<file path="config.mk">
export PLATFORM = sky130hd
export DESIGN_NAME = jtag_tap_responder
export DESIGN_NICKNAME = d
export VERILOG_FILES = /design/src/rtl/jtag_tap_pkg.sv /design/src/rtl/jtag_sync.sv /design/src/rtl/jtag_tap_responder.sv
export SDC_FILE = /design/constraint.sdc
export NUM_CORES = 1
export LEC_CHECK = 0
export ABC_AREA = 1
export BUFFER_PORTS_ARGS = -buffer_cell sky130_fd_sc_hd__buf_2
export CELL_PAD_IN_SITES_DETAIL_PLACEMENT = 1
export CELL_PAD_IN_SITES_GLOBAL_PLACEMENT = 1
export CORE_MARGIN = 2
export CORE_UTILIZATION = 45
export DETAILED_ROUTE_END_ITERATION = 7
export MAX_ROUTING_LAYER = met4
export PLACE_DENSITY = 0.93
export SLEW_MARGIN = 20
export SYNTH_ARGS = -nofsm -noshare
export SYNTH_HDL_FRONTEND = slang
export SYNTH_SLANG_ARGS = --single-unit
</file>
<file path="constraint.sdc">
create_clock -name CLK -period 2.6 [get_ports CLK]
set_input_delay 0.13 -clock CLK [delete_from_list [all_inputs] [get_ports CLK]]
set_output_delay 0.13 -clock CLK [all_outputs]
set_load 0.01 [all_outputs]
</file>
<file path="src/rtl/jtag_tap_pkg.sv">
// -----------------------------------------------------------------------------
// jtag_tap_pkg
// Shared definitions for the JTAG TAP responder:
//   - tap_state_e : the 16 IEEE 1149.1 TAP controller states with their
//                   standard 4-bit encodings (Test-Logic-Reset = 4'hF).
//   - opcode constants for IDCODE, USERDATA and BYPASS, and the fixed
//     Capture-IR pattern.
//   - dr_sel_e    : which data register the current instruction selects.
//   - tap_next()  : standard TMS-driven state transition function.
// -----------------------------------------------------------------------------
package jtag_tap_pkg;

   typedef enum logic [3:0] {
      TAP_EXIT2_DR   = 4'h0,
      TAP_EXIT1_DR   = 4'h1,
      TAP_SHIFT_DR   = 4'h2,
      TAP_PAUSE_DR   = 4'h3,
      TAP_SELECT_IR  = 4'h4,
      TAP_UPDATE_DR  = 4'h5,
      TAP_CAPTURE_DR = 4'h6,
      TAP_SELECT_DR  = 4'h7,
      TAP_EXIT2_IR   = 4'h8,
      TAP_EXIT1_IR   = 4'h9,
      TAP_SHIFT_IR   = 4'hA,
      TAP_PAUSE_IR   = 4'hB,
      TAP_RTI        = 4'hC,
      TAP_UPDATE_IR  = 4'hD,
      TAP_CAPTURE_IR = 4'hE,
      TAP_TLR        = 4'hF
   } tap_state_e;

   localparam logic [3:0] OPC_IDCODE   = 4'b0001;
   localparam logic [3:0] OPC_USERDATA = 4'b0010;
   localparam logic [3:0] OPC_BYPASS   = 4'b1111;

   // Loaded on Capture-IR; the 01 in the LSBs lets a probe find the IR
   // boundary in a chain.
   localparam logic [3:0] IR_CAPTURE   = 4'b0101;

   typedef enum logic [1:0] {
      DR_IDCODE,
      DR_USER,
      DR_BYPASS
   } dr_sel_e;

   // Standard TAP controller transition on a TCK rise.
   function automatic tap_state_e tap_next(input tap_state_e s, input logic tms);
      tap_state_e n;
      n = TAP_TLR;
      case (s)
         TAP_TLR:        n = tms ? TAP_TLR       : TAP_RTI;
         TAP_RTI:        n = tms ? TAP_SELECT_DR : TAP_RTI;
         TAP_SELECT_DR:  n = tms ? TAP_SELECT_IR : TAP_CAPTURE_DR;
         TAP_CAPTURE_DR: n = tms ? TAP_EXIT1_DR  : TAP_SHIFT_DR;
         TAP_SHIFT_DR:   n = tms ? TAP_EXIT1_DR  : TAP_SHIFT_DR;
         TAP_EXIT1_DR:   n = tms ? TAP_UPDATE_DR : TAP_PAUSE_DR;
         TAP_PAUSE_DR:   n = tms ? TAP_EXIT2_DR  : TAP_PAUSE_DR;
         TAP_EXIT2_DR:   n = tms ? TAP_UPDATE_DR : TAP_SHIFT_DR;
         TAP_UPDATE_DR:  n = tms ? TAP_SELECT_DR : TAP_RTI;
         TAP_SELECT_IR:  n = tms ? TAP_TLR       : TAP_CAPTURE_IR;
         TAP_CAPTURE_IR: n = tms ? TAP_EXIT1_IR  : TAP_SHIFT_IR;
         TAP_SHIFT_IR:   n = tms ? TAP_EXIT1_IR  : TAP_SHIFT_IR;
         TAP_EXIT1_IR:   n = tms ? TAP_UPDATE_IR : TAP_PAUSE_IR;
         TAP_PAUSE_IR:   n = tms ? TAP_EXIT2_IR  : TAP_PAUSE_IR;
         TAP_EXIT2_IR:   n = tms ? TAP_UPDATE_IR : TAP_SHIFT_IR;
         TAP_UPDATE_IR:  n = tms ? TAP_SELECT_DR : TAP_RTI;
         default:        n = TAP_TLR;
      endcase
      return n;
   endfunction

endpackage

</file>
<file path="src/rtl/jtag_sync.sv">
// -----------------------------------------------------------------------------
// jtag_sync
// Two-flop synchronizer for one asynchronous JTAG input, with optional
// single-CLK rise/fall event pulses derived from the synchronized value and
// its previous sample.
// Ports:
//   clk      : system clock
//   rst      : synchronous active-high reset, clears the chain to 0
//   async_in : asynchronous input
//   sync_out : synchronized level (2 CLK latency)
//   rise     : one-CLK pulse on a synchronized 0->1 (0 when EDGE_EN = 0)
//   fall     : one-CLK pulse on a synchronized 1->0 (0 when EDGE_EN = 0)
// -----------------------------------------------------------------------------
module jtag_sync #(
   parameter bit EDGE_EN = 1'b0
) (
   input  logic clk,
   input  logic rst,
   input  logic async_in,
   output logic sync_out,
   output logic rise,
   output logic fall
);

   logic [1:0] sync_q;
   logic [1:0] sync_d;

   // NOTE: every signal assigned in always_comb gets a value on every path,
   // otherwise a latch is inferred.
   always_comb begin
      sync_d = {sync_q[0], async_in};
   end

   // NOTE: sequential state uses non-blocking assignments only, so all flops
   // sample the pre-edge values regardless of statement order.
   always_ff @(posedge clk) begin
      if (rst) begin
         sync_q <= '0;
      end else begin
         sync_q <= sync_d;
      end
   end

   assign sync_out = sync_q[1];

   generate
      if (EDGE_EN) begin : g_edge
         logic prev_q;
         logic prev_d;

         always_comb begin
            prev_d = sync_q[1];
         end

         always_ff @(posedge clk) begin
            if (rst) begin
               prev_q <= 1'b0;
            end else begin
               prev_q <= prev_d;
            end
         end

         assign rise = sync_q[1] & ~prev_q;
         assign fall = ~sync_q[1] & prev_q;
      end else begin : g_no_edge
         assign rise = 1'b0;
         assign fall = 1'b0;
      end
   endgenerate

endmodule

</file>
<file path="src/rtl/jtag_tap_responder.sv">
// -----------------------------------------------------------------------------
// jtag_tap_responder
// Minimal IEEE 1149.1 TAP that runs entirely on the system clock. The probe's
// TCK/TMS/TDI/nTRST are oversampled; TCK edges become single-CLK events that
// advance the TAP state machine (rise) and launch TDO (fall).
// Instructions: IDCODE (32-bit DR), USERDATA (8-bit DR), BYPASS (1-bit DR).
// Ports:
//   CLK, RST     : system clock, synchronous active-high reset
//   TCK,TMS,TDI  : asynchronous JTAG inputs
//   nTRST        : asynchronous test reset, active-low
//   TDO, TDO_OE  : test data out and its drive enable
//   RTCK         : synchronized TCK registered once (3-CLK lag)
//   TAP_STATE    : current TAP state code
//   IR_Q         : current instruction
//   USER_Q       : USERDATA register
//   USER_UPD     : one-CLK pulse when USERDATA is updated
// -----------------------------------------------------------------------------
module jtag_tap_responder
   import jtag_tap_pkg::*;
#(
   parameter logic [31:0] IDCODE = 32'h1BB1A5A3,
   parameter int          IR_LEN = 4
) (
   input  logic              CLK,
   input  logic              RST,
   input  logic              TCK,
   input  logic              TMS,
   input  logic              TDI,
   input  logic              nTRST,
   output logic              TDO,
   output logic              TDO_OE,
   output logic              RTCK,
   output logic [3:0]        TAP_STATE,
   output logic [IR_LEN-1:0] IR_Q,
   output logic [7:0]        USER_Q,
   output logic              USER_UPD
);

   // ---------------------------------------------------------------------------
   // Input synchronizers
   // ---------------------------------------------------------------------------
   logic tck_s, tck_rise, tck_fall;
   logic tms_s, tdi_s, trst_n_s;
   logic unused_tms_rise, unused_tms_fall;
   logic unused_tdi_rise, unused_tdi_fall;
   logic unused_trst_rise, unused_trst_fall;

   jtag_sync #(.EDGE_EN(1'b1)) u_sync_tck (
      .clk      (CLK),
      .rst      (RST),
      .async_in (TCK),
      .sync_out (tck_s),
      .rise     (tck_rise),
      .fall     (tck_fall)
   );

   jtag_sync #(.EDGE_EN(1'b0)) u_sync_tms (
      .clk      (CLK),
      .rst      (RST),
      .async_in (TMS),
      .sync_out (tms_s),
      .rise     (unused_tms_rise),
      .fall     (unused_tms_fall)
   );

   jtag_sync #(.EDGE_EN(1'b0)) u_sync_tdi (
      .clk      (CLK),
      .rst      (RST),
      .async_in (TDI),
      .sync_out (tdi_s),
      .rise     (unused_tdi_rise),
      .fall     (unused_tdi_fall)
   );

   // Clears to 0 under RST, which reads as "test reset asserted" for two
   // CLKs after RST releases; the TAP is already in Test-Logic-Reset then.
   jtag_sync #(.EDGE_EN(1'b0)) u_sync_trst (
      .clk      (CLK),
      .rst      (RST),
      .async_in (nTRST),
      .sync_out (trst_n_s),
      .rise     (unused_trst_rise),
      .fall     (unused_trst_fall)
   );

   // ---------------------------------------------------------------------------
   // State
   // ---------------------------------------------------------------------------
   tap_state_e        state_q,     state_d;
   logic [IR_LEN-1:0] ir_sr_q,     ir_sr_d;
   logic [31:0]       dr_sr_q,     dr_sr_d;
   logic [IR_LEN-1:0] instr_q,     instr_d;
   logic [7:0]        user_data_q, user_data_d;
   logic              user_upd_q,  user_upd_d;
   logic              tdo_q,       tdo_d;
   logic              tdo_oe_q,    tdo_oe_d;
   logic              rtck_q,      rtck_d;

   dr_sel_e dr_sel;

   // Unknown opcodes fall back to BYPASS.
   always_comb begin
      if (instr_q == IR_LEN'(OPC_IDCODE)) begin
         dr_sel = DR_IDCODE;
      end else if (instr_q == IR_LEN'(OPC_USERDATA)) begin
         dr_sel = DR_USER;
      end else begin
         dr_sel = DR_BYPASS;
      end
   end

   // ---------------------------------------------------------------------------
   // Next-state logic
   // ---------------------------------------------------------------------------
   always_comb begin
      state_d     = state_q;
      ir_sr_d     = ir_sr_q;
      dr_sr_d     = dr_sr_q;
      instr_d     = instr_q;
      user_data_d = user_data_q;
      user_upd_d  = 1'b0;
      tdo_d       = tdo_q;
      tdo_oe_d    = tdo_oe_q;
      rtck_d      = tck_s;

      if (!trst_n_s) begin
         // Test reset wins over any TCK event; TDO is released at once
         // rather than waiting for a TCK fall.
         state_d  = TAP_TLR;
         instr_d  = IR_LEN'(OPC_IDCODE);
         tdo_d    = 1'b0;
         tdo_oe_d = 1'b0;
      end else if (tck_rise) begin
         // Register actions belong to the state being left on this rise.
         case (state_q)
            TAP_CAPTURE_IR: ir_sr_d = IR_LEN'(IR_CAPTURE);
            TAP_SHIFT_IR:   ir_sr_d = {tdi_s, ir_sr_q[IR_LEN-1:1]};
            TAP_CAPTURE_DR: begin
               case (dr_sel)
                  DR_IDCODE: dr_sr_d = IDCODE;
                  DR_USER:   dr_sr_d = {24'h0, user_data_q};
                  default:   dr_sr_d = '0;
               endcase
            end
            TAP_SHIFT_DR: begin
               // TDI enters at the MSB of the selected register's length so
               // the bit order out of TDO matches the register width.
               case (dr_sel)
                  DR_IDCODE: dr_sr_d = {tdi_s, dr_sr_q[31:1]};
                  DR_USER:   dr_sr_d = {24'h0, tdi_s, dr_sr_q[7:1]};
                  default:   dr_sr_d = {31'h0, tdi_s};
               endcase
            end
            default: ;
         endcase

         state_d = tap_next(state_q, tms_s);

         // Updates happen on the rise that enters the Update state; the
         // shift register is untouched in Exit1/Exit2, so the _q copy is final.
         if (state_d == TAP_UPDATE_IR) begin
            instr_d = ir_sr_q;
         end
         if (state_d == TAP_UPDATE_DR && dr_sel == DR_USER) begin
            user_data_d = dr_sr_q[7:0];
            user_upd_d  = 1'b1;
         end
         if (state_d == TAP_TLR) begin
            instr_d = IR_LEN'(OPC_IDCODE);
         end
      end else if (tck_fall) begin
         tdo_oe_d = (state_q == TAP_SHIFT_IR) || (state_q == TAP_SHIFT_DR);
         if (state_q == TAP_SHIFT_IR) begin
            tdo_d = ir_sr_q[0];
         end else if (state_q == TAP_SHIFT_DR) begin
            tdo_d = dr_sr_q[0];
         end else begin
            tdo_d = 1'b0;
         end
      end
   end

   // ---------------------------------------------------------------------------
   // Registers
   // ---------------------------------------------------------------------------
   // NOTE: the shift registers are reset too, so a scan interrupted by RST
   // leaves nothing behind that a later Update could commit.
   always_ff @(posedge CLK) begin
      if (RST) begin
         state_q     <= TAP_TLR;
         ir_sr_q     <= '0;
         dr_sr_q     <= '0;
         instr_q     <= IR_LEN'(OPC_IDCODE);
         user_data_q <= '0;
         user_upd_q  <= 1'b0;
         tdo_q       <= 1'b0;
         tdo_oe_q    <= 1'b0;
         rtck_q      <= 1'b0;
      end else begin
         state_q     <= state_d;
         ir_sr_q     <= ir_sr_d;
         dr_sr_q     <= dr_sr_d;
         instr_q     <= instr_d;
         user_data_q <= user_data_d;
         user_upd_q  <= user_upd_d;
         tdo_q       <= tdo_d;
         tdo_oe_q    <= tdo_oe_d;
         rtck_q      <= rtck_d;
      end
   end

   assign TDO       = tdo_q;
   assign TDO_OE    = tdo_oe_q;
   assign RTCK      = rtck_q;
   assign TAP_STATE = state_q;
   assign IR_Q      = instr_q;
   assign USER_Q    = user_data_q;
   assign USER_UPD  = user_upd_q;

endmodule

</file>
==> impl_metrics.py, run 1 <==
metrics = {
    "synthesis": {
        "synth-seq-cells": 64,
        "synth-edff-count": 0,
        "ys_async_sr_fraction_pct": 0,
        "synth_area_per_cell_sq_um": 7.239,
        "ys_seq_area_share_pct": 48.10,
        "synthCells": 368,
        "synth_top_cell_by_area": "dfxtp_1",
        "ys_warn_count": 0,
        "synth.most_common_cell": "nand2_1",
        "synth_cell_types": 25,
        "syn_nets": 374,
        "synth_flop_cell": "dfxtp_1",
        "synth_top_area_share_pct": 48.10,
        "ys_top_cells_by_count": "nand2_1 (85), dfxtp_1 (64), nor2_1 (52)",
        "syn_area_sq_um": 2664,
        "ys_top_cells_by_area": "dfxtp_1 (48%), nand2_1 (12%), nor2_1 (7.3%)",
    },
    "drt": {
        "drtAntennaViolNets": 0,
        "dr.pass1.iters": 4,
        "totalWireLength_um": 6796,
        "via_per_inst": 5.230,
        "vias": 2474,
        "wl_per_cell_um": 14.37,
        "drtIter0Drc": 92,
        "drc_errors": 0,
    },
    "critical_path": {
        "crit_fanout": 15,
        "cp_common_cell": "nand2_1",
        "cp_cell_sequence": "inv_1, nor2_1, nand2_1, nor3_4, nand2_2, nor2_4, nand2_1, a21oi_1",
        "cp-end-kind": "flip-flop",
        "crit_family": "simple AND/OR/NAND/NOR gates",
        "worstPathRequired_ps": 2860,
        "max_stage_delay_ps": 480,
        "cp.buffers_inverters": 1,
        "arrival_ps": 2310,
        "crit_slowest_cell": "nor3_4",
        "cp-start-kind": "flip-flop",
        "critPathKind": "flip-flop to flip-flop",
    },
    "worst_hold_path": {
        "min_path_type": "input pin to flip-flop",
    },
    "timing": {
        "setup-violations-final": 0,
        "clock_skew_ps": 10.39,
        "holdWs_ps": 14.58,
        "hold_viol_final": 0,
        "period_share_pct": 78.93,
        "final_max_slew_viol_count": 0,
        "rsz0062_at_grt": "no",
        "setup_tns_ps": 0,
        "period_needed_ps": 2052,
        "slew_headroom_pct": 61.50,
        "worst_slew_pin_slew_ps": 575.6,
        "fmax_mhz": 487.3,
    },
    "outcome": {
        "status": "finished clean",
    },
    "clock_tree": {
        "numCtsBuffers": 9,
        "clockBufferDepth": 2,
        "post_cts_resized": 0,
        "cts_tree": "yes",
        "clkSinkCount": 64,
        "cts_root_buf": "clkbuf_8",
        "clkTransAtPathRegs_ps": 70,
        "clk-insertion-delay-late_ps": 340,
        "h-tree-depth": 3,
    },
    "grt": {
        "grt_max_degree": 28,
        "grt_pass1_wl_um": 11780,
        "antenna_found_initial": 0,
        "grt_usage_pct": 24.11,
        "grt_pass1_vias": 2560,
        "overflow": 0,
    },
    "cells_and_area": {
        "multi_input_area_sq_um": 1126,
        "nNetsFinal": 399,
        "antennaDiodeCount": 0,
        "fill_cells": 777,
        "seq_area_sq_um": 1281,
        "area_growth_pct": 13.20,
        "drive_gt1_share_pct": 14.57,
    },
    "pwr": {
        "finalPower_mw": 1.838,
        "p_int_mw": 1.424,
        "clockPowerShare_pct": 43.5,
        "p_leak_nw": 1.301,
        "seqPwrFrac_pct": 53.9,
        "combPwrFrac_pct": 2.5,
        "vdd_drop_max_v": 0.0003240,
        "powerDensity_nw_per_um2": 609.5,
        "p_sw_mw": 0.4138,
        "swShare_pct": 22.51,
    },
    "placed_design": {
        "hpwlAfterDp_um": 4479,
        "port_buffers": 25,
        "gp_congestion": 0.8014,
    },
    "job": {
        "maxCapViolCount": 0,
    },
    "die": {
        "coreArea_sq_um": 5816,
        "rows": 28,
        "die_x_um": 80.94,
        "io_pins": 26,
        "die-area_sq_um": 6551,
        "die_y_um": 80.94,
        "start_util_pct": 45.80,
    },
}
## state kept, by name, summed over array words and instances (netlist names)
| name | cells |
|---|---|
| u_sync_tdi.sync_q | 2 |
| u_sync_tck.g_edge.prev_q | 1 |
| IR_Q | 4 |
| u_sync_tck.sync_q | 2 |
| USER_Q | 8 |
| u_sync_trst.sync_q | 2 |
| u_sync_tms.sync_q | 2 |
| TDO | 1 |
| USER_UPD | 1 |
| dr_sr_q | 32 |
| TAP_STATE | 4 |
| ir_sr_q | 4 |
| TDO_OE | 1 |
## per-stage QoR
step,setup slack (ps),cells,instance area [sq um],utilization (%)
global route,290.6,473,3015,51.85
finish,547.8,473,3015,51.85
detailed placement,649.5,455,2810,48.32
floorplan,1073,368,2664,-
global placement,777.5,455,2810,48.32
CTS,575.6,473,3015,51.85
## cells in the final DEF (no fill, tap or decap), types with 4 or more instances in the layout
cell,synthesis,routed
a21oi_1,35,35
a31oi_1,4,4
buf_2,4,25
clkbuf_8,0,12
dfxtp_1,64,64
inv_1,40,40
inv_2,5,5
nand2_1,85,85
nand3_1,18,18
nor2_1,52,52
o21ai_0,25,25
o21ai_1,6,6
## path summary, 6_finish.rpt
path                             start                   end  slack (ps)  cells after the start
setup / recovery  u_sync_tck.sync_q[1]           dr_sr_q[26]         550                      8
hold / removal                     TCK  u_sync_tck.sync_q[0]          10                      3
setup reg to reg  u_sync_tck.sync_q[1]           dr_sr_q[26]         550                      8
hold reg to reg   u_sync_tck.sync_q[0]  u_sync_tck.sync_q[1]         400                      2
## power by group through the flow
| stage | combinational [mW] | clock, mW | sequential, mW |
|---|---|---|---|
| 5_1_grt | 0.0528 | 0.861 | 0.991 |
| 2_1_floorplan | 0.0305 | 0 | 1.01 |
| 6_report | 0.0466 | 0.800 | 0.991 |
| 3_5_place_dp | 0.0436 | 0 | 1.01 |
| 3_3_place_gp | 0.0415 | 0 | 1.01 |
| 4_1_cts | 0.0467 | 0.814 | 0.991 |
## layout make-up
| class | instances | share of cell area, % |
|---|---|---|
| Multi-Input combinational cell | 244 | 37.34 |
| Sequential cell | 64 | 42.49 |
| Clock buffer | 14 | 5.726 |
| Tap cell | 75 | 3.112 |
| Inverter | 45 | 5.602 |
| Clock inverter | 2 | 0.4149 |
| Timing Repair Buffer | 29 | 5.311 |
## worst min-delay path: cells and delay by family
kind / cells / cell delay [ps]
buf+inv: 2 / 130
simple gates: 1 / 30
## layer usage
metal / global-route usage, % / up-vias / wire [um]
met5: - / - / 0
met4: 11.53 / 0 / 102
met3: 4.222 / 14 / 203
met2: 39.34 / 44 / 3432
met1: 28.91 / 1197 / 3057
li1: - / 1219 / -
## cell families (layout without fill, tap and decap cells)
logic type | after synthesis | after routing | synth area share [%]
buffers and inverters | 60 | 90 | 9.629
AND/OR/NAND/NOR | 166 | 166 | 26.35
AO/OA/AOI/OAI | 78 | 78 | 15.92
flip-flops | 64 | 64 | 48.10
## what timing repair did
action                                 CTS  global route
hold buffers                             2             0
buffers inserted                         0             0
endpoints found under the hold margin    2             0
(Power assumes the default switching activity.)
==> run 2: changes to the inputs <==
--- a/config.mk
+++ b/config.mk
@@ -5,15 +5,15 @@
 export SDC_FILE = /design/constraint.sdc
 export NUM_CORES = 1
 export LEC_CHECK = 0
-export ABC_AREA = 1
+export ABC_AREA = 0
 export BUFFER_PORTS_ARGS = -buffer_cell sky130_fd_sc_hd__buf_2
 export CELL_PAD_IN_SITES_DETAIL_PLACEMENT = 1
 export CELL_PAD_IN_SITES_GLOBAL_PLACEMENT = 1
 export CORE_MARGIN = 2
-export CORE_UTILIZATION = 45
+export CORE_UTILIZATION = 44
 export DETAILED_ROUTE_END_ITERATION = 7
 export MAX_ROUTING_LAYER = met4
-export PLACE_DENSITY = 0.93
+export PLACE_DENSITY = 0.88
 export SLEW_MARGIN = 20
 export SYNTH_ARGS = -nofsm -noshare
 export SYNTH_HDL_FRONTEND = slang
==> constraint.sdc (replaced) <==
create_clock -name CLK -period 1.93 [get_ports CLK]
set_input_delay 0.0965 -clock CLK [delete_from_list [all_inputs] [get_ports CLK]]
set_output_delay 0.0965 -clock CLK [all_outputs]
set_load 0.01 [all_outputs]
==> impl_metrics.py, run 2 <==
metrics = {
    "clock_tree": {
        "clkTransAtPathRegs_ps": 70,
        "clk-insertion-delay-late_ps": 350,
        "cts_tree": "yes",
        "clockBufferDepth": 2,
        "cts_root_buf": "clkbuf_8",
        "clkSinkCount": 64,
        "h-tree-depth": 3,
        "numCtsBuffers": 9,
    },
    "grt": {
        "antenna_found_initial": 0,
        "busiest_layer": "met2",
        "grt_util_met1_pct": 27.96,
        "met2_usage_pct": 37.36,
        "globalRouteMet3Util_pct": 6.444,
        "grt_usage_pct": 23.34,
        "grt_pass1_vias": 2323,
        "grt_max_degree": 35,
        "overflow": 0,
        "grt_pass1_wl_um": 11360,
    },
    "timing": {
        "fin_ws_ps": 52.70,
        "slew_headroom_pct": 63.22,
        "fmax_mhz": 532.7,
        "hold_viol_final": 0,
        "final_max_slew_viol_count": 0,
        "period_share_pct": 97.27,
        "worst_slew_pin_slew_ps": 550.2,
        "period_needed_ps": 1877,
        "holdWs_ps": 205.5,
        "clock_skew_ps": 14.97,
        "setup-violations-final": 0,
        "rsz0062_at_grt": "no",
    },
    "cells_and_area": {
        "area_growth_pct": 18.82,
        "final_cell_mix": "dfxtp_1 (61), nor2_1 (32), buf_2 (25)",
        "antennaDiodeCount": 0,
        "top_register": "dr_sr_q",
        "drive_gt1_share_pct": 21.04,
        "layout_commonest_cell": "dfxtp_1",
        "fill_cells": 700,
        "nNetsFinal": 330,
        "largest_register_ffs": 32,
    },
    "placed_design": {
        "gp_congestion": 0.9391,
        "port_buffers": 25,
        "dp_slack_ps": -24.50,
        "hpwlAfterDp_um": 4507,
    },
    "drt": {
        "wl_per_cell_um": 17.41,
        "totalWireLength_um": 7015,
        "vias": 2273,
        "drtIter0Drc": 142,
        "via_per_inst": 5.640,
        "drc_errors": 0,
        "drtAntennaViolNets": 0,
        "dr.pass1.iters": 4,
    },
    "pwr": {
        "p_leak_nw": 1.204,
        "powerDensity_nw_per_um2": 787.4,
        "vdd_drop_max_v": 0.0004381,
    },
    "critical_path": {
        "critPathKind": "flip-flop to flip-flop",
        "cp-end-kind": "flip-flop",
        "arrival_ps": 2110,
        "worstPathRequired_ps": 2170,
        "startpoint": "TAP_STATE[1]",
        "cp-start-kind": "flip-flop",
        "crit_fanout": 7,
        "r2r-start": "TAP_STATE[1]",
    },
    "die": {
        "coreArea_sq_um": 5816,
        "die-area_sq_um": 6555,
        "die_x_um": 80.96,
        "die_y_um": 80.96,
        "rows": 28,
        "io_pins": 26,
        "start_util_pct": 44.81,
    },
    "synthesis": {
        "synth.most_common_cell": "dfxtp_1",
        "ys_warn_count": 0,
        "ys_top_cells_by_area": "dfxtp_1 (49%), nand2b_1 (5.5%), nor2_1 (4.6%)",
        "synth_top_area_share_pct": 49.16,
        "syn_area_sq_um": 2606,
        "synth_area_per_cell_sq_um": 8.987,
        "synth-seq-cells": 64,
        "synthCells": 290,
        "synth-edff-count": 0,
        "ys_top_cells_by_count": "dfxtp_1 (64), nor2_1 (32), nand2b_1 (23)",
        "syn_nets": 296,
        "ys_seq_area_share_pct": 49.16,
        "ys_async_sr_fraction_pct": 0,
        "synth_flop_cell": "dfxtp_1",
        "synth_top_cell_by_area": "dfxtp_1",
        "synth_cell_types": 38,
    },
    "worst_hold_path": {
        "min_from": "RST",
        "min_path_type": "input pin to flip-flop",
    },
    "outcome": {
        "status": "finished clean",
    },
    "job": {
        "maxCapViolCount": 0,
    },
}
## run 2: cell count changes in the layout (fill, tap and decap cells not counted), moves of 15 or more
cell | before | now
nand2_1 | 85 | 21
nand2b_1 | 0 | 22
nand3_1 | 18 | 3
buf_4 | 2 | 17
nor2_1 | 52 | 32
inv_1 | 40 | 4
o21ai_0 | 25 | 3
## run 2: final cells by class
class	instances	area (sq um)	area share (%)
Clock inverter	3	17.52	0.5657
Tap cell	75	93.84	3.030
Multi-Input combinational cell	199	1237	39.96
Timing Repair Buffer	46	292.8	9.455
Inverter	4	15.01	0.4848
Sequential cell	64	1285	41.49
Clock buffer	12	155.1	5.010
## run 2: cells by family (layout without fill, tap and decap cells)
family | count (synthesis) | after routing | share of synthesized area (%)
simple gates | 117 | 117 | 23.19
xor+xnor | 1 | 1 | 0.3361
flops | 64 | 64 | 49.16
mux | 11 | 11 | 4.225
compound gates | 70 | 70 | 18.58
buf+inv | 27 | 65 | 4.512
## run 2: worst paths after layout
| check | end | slack [ps] | cells past startpoint |
|---|---|---|---|
| setup reg to reg | IR_Q[2] | 50 | 7 |
| setup / recovery | IR_Q[2] | 50 | 7 |
| hold / removal | dr_sr_q[22] | 210 | 2 |
| hold reg to reg | u_sync_tdi.sync_q[1] | 440 | 1 |
## run 2: through the flow
stage	total power [mW]	util (%)	area (sq um)	TNS, ps	cells
global placement	1.419	48.97	2848	0	383
global route	2.528	53.25	3097	0	403
finish	2.438	53.25	3097	0	403
floorplan	1.403	-	2606	0	290
CTS	2.448	52.65	3062	-5.153	402
detailed placement	1.422	48.97	2848	-24.50	383
## run 2: report_power, final
group | internal, mW | switching, mW
registers | 1.33 | 0.00672
logic | 0.0288 | 0.0368
clock network | 0.525 | 0.512
## run 2: what timing repair did
item / in CTS / in global routing
hold buffers: 4 / 0
gates resized for setup: 1 / 9
hold endpoints to repair: 4 / 0
setup endpoints to repair: 2 / 17
setup buffers: 0 / 1
## run 2: routing by layer
layer | routed length (um) | up-vias
li1 | - | 1089
met1 | 3177 | 1106
met2 | 3392 | 63
met3 | 325 | 15
met4 | 120 | 0
met5 | 0 | -
## run 2: critical path, cell delays in order, from the launching register on
cell	delay, ps
dfxtp_2	360
buf_4	160
or3b_1	390
a21oi_2	160
a311oi_2	80
buf_4	180
and2_1	180
a32o_1	250
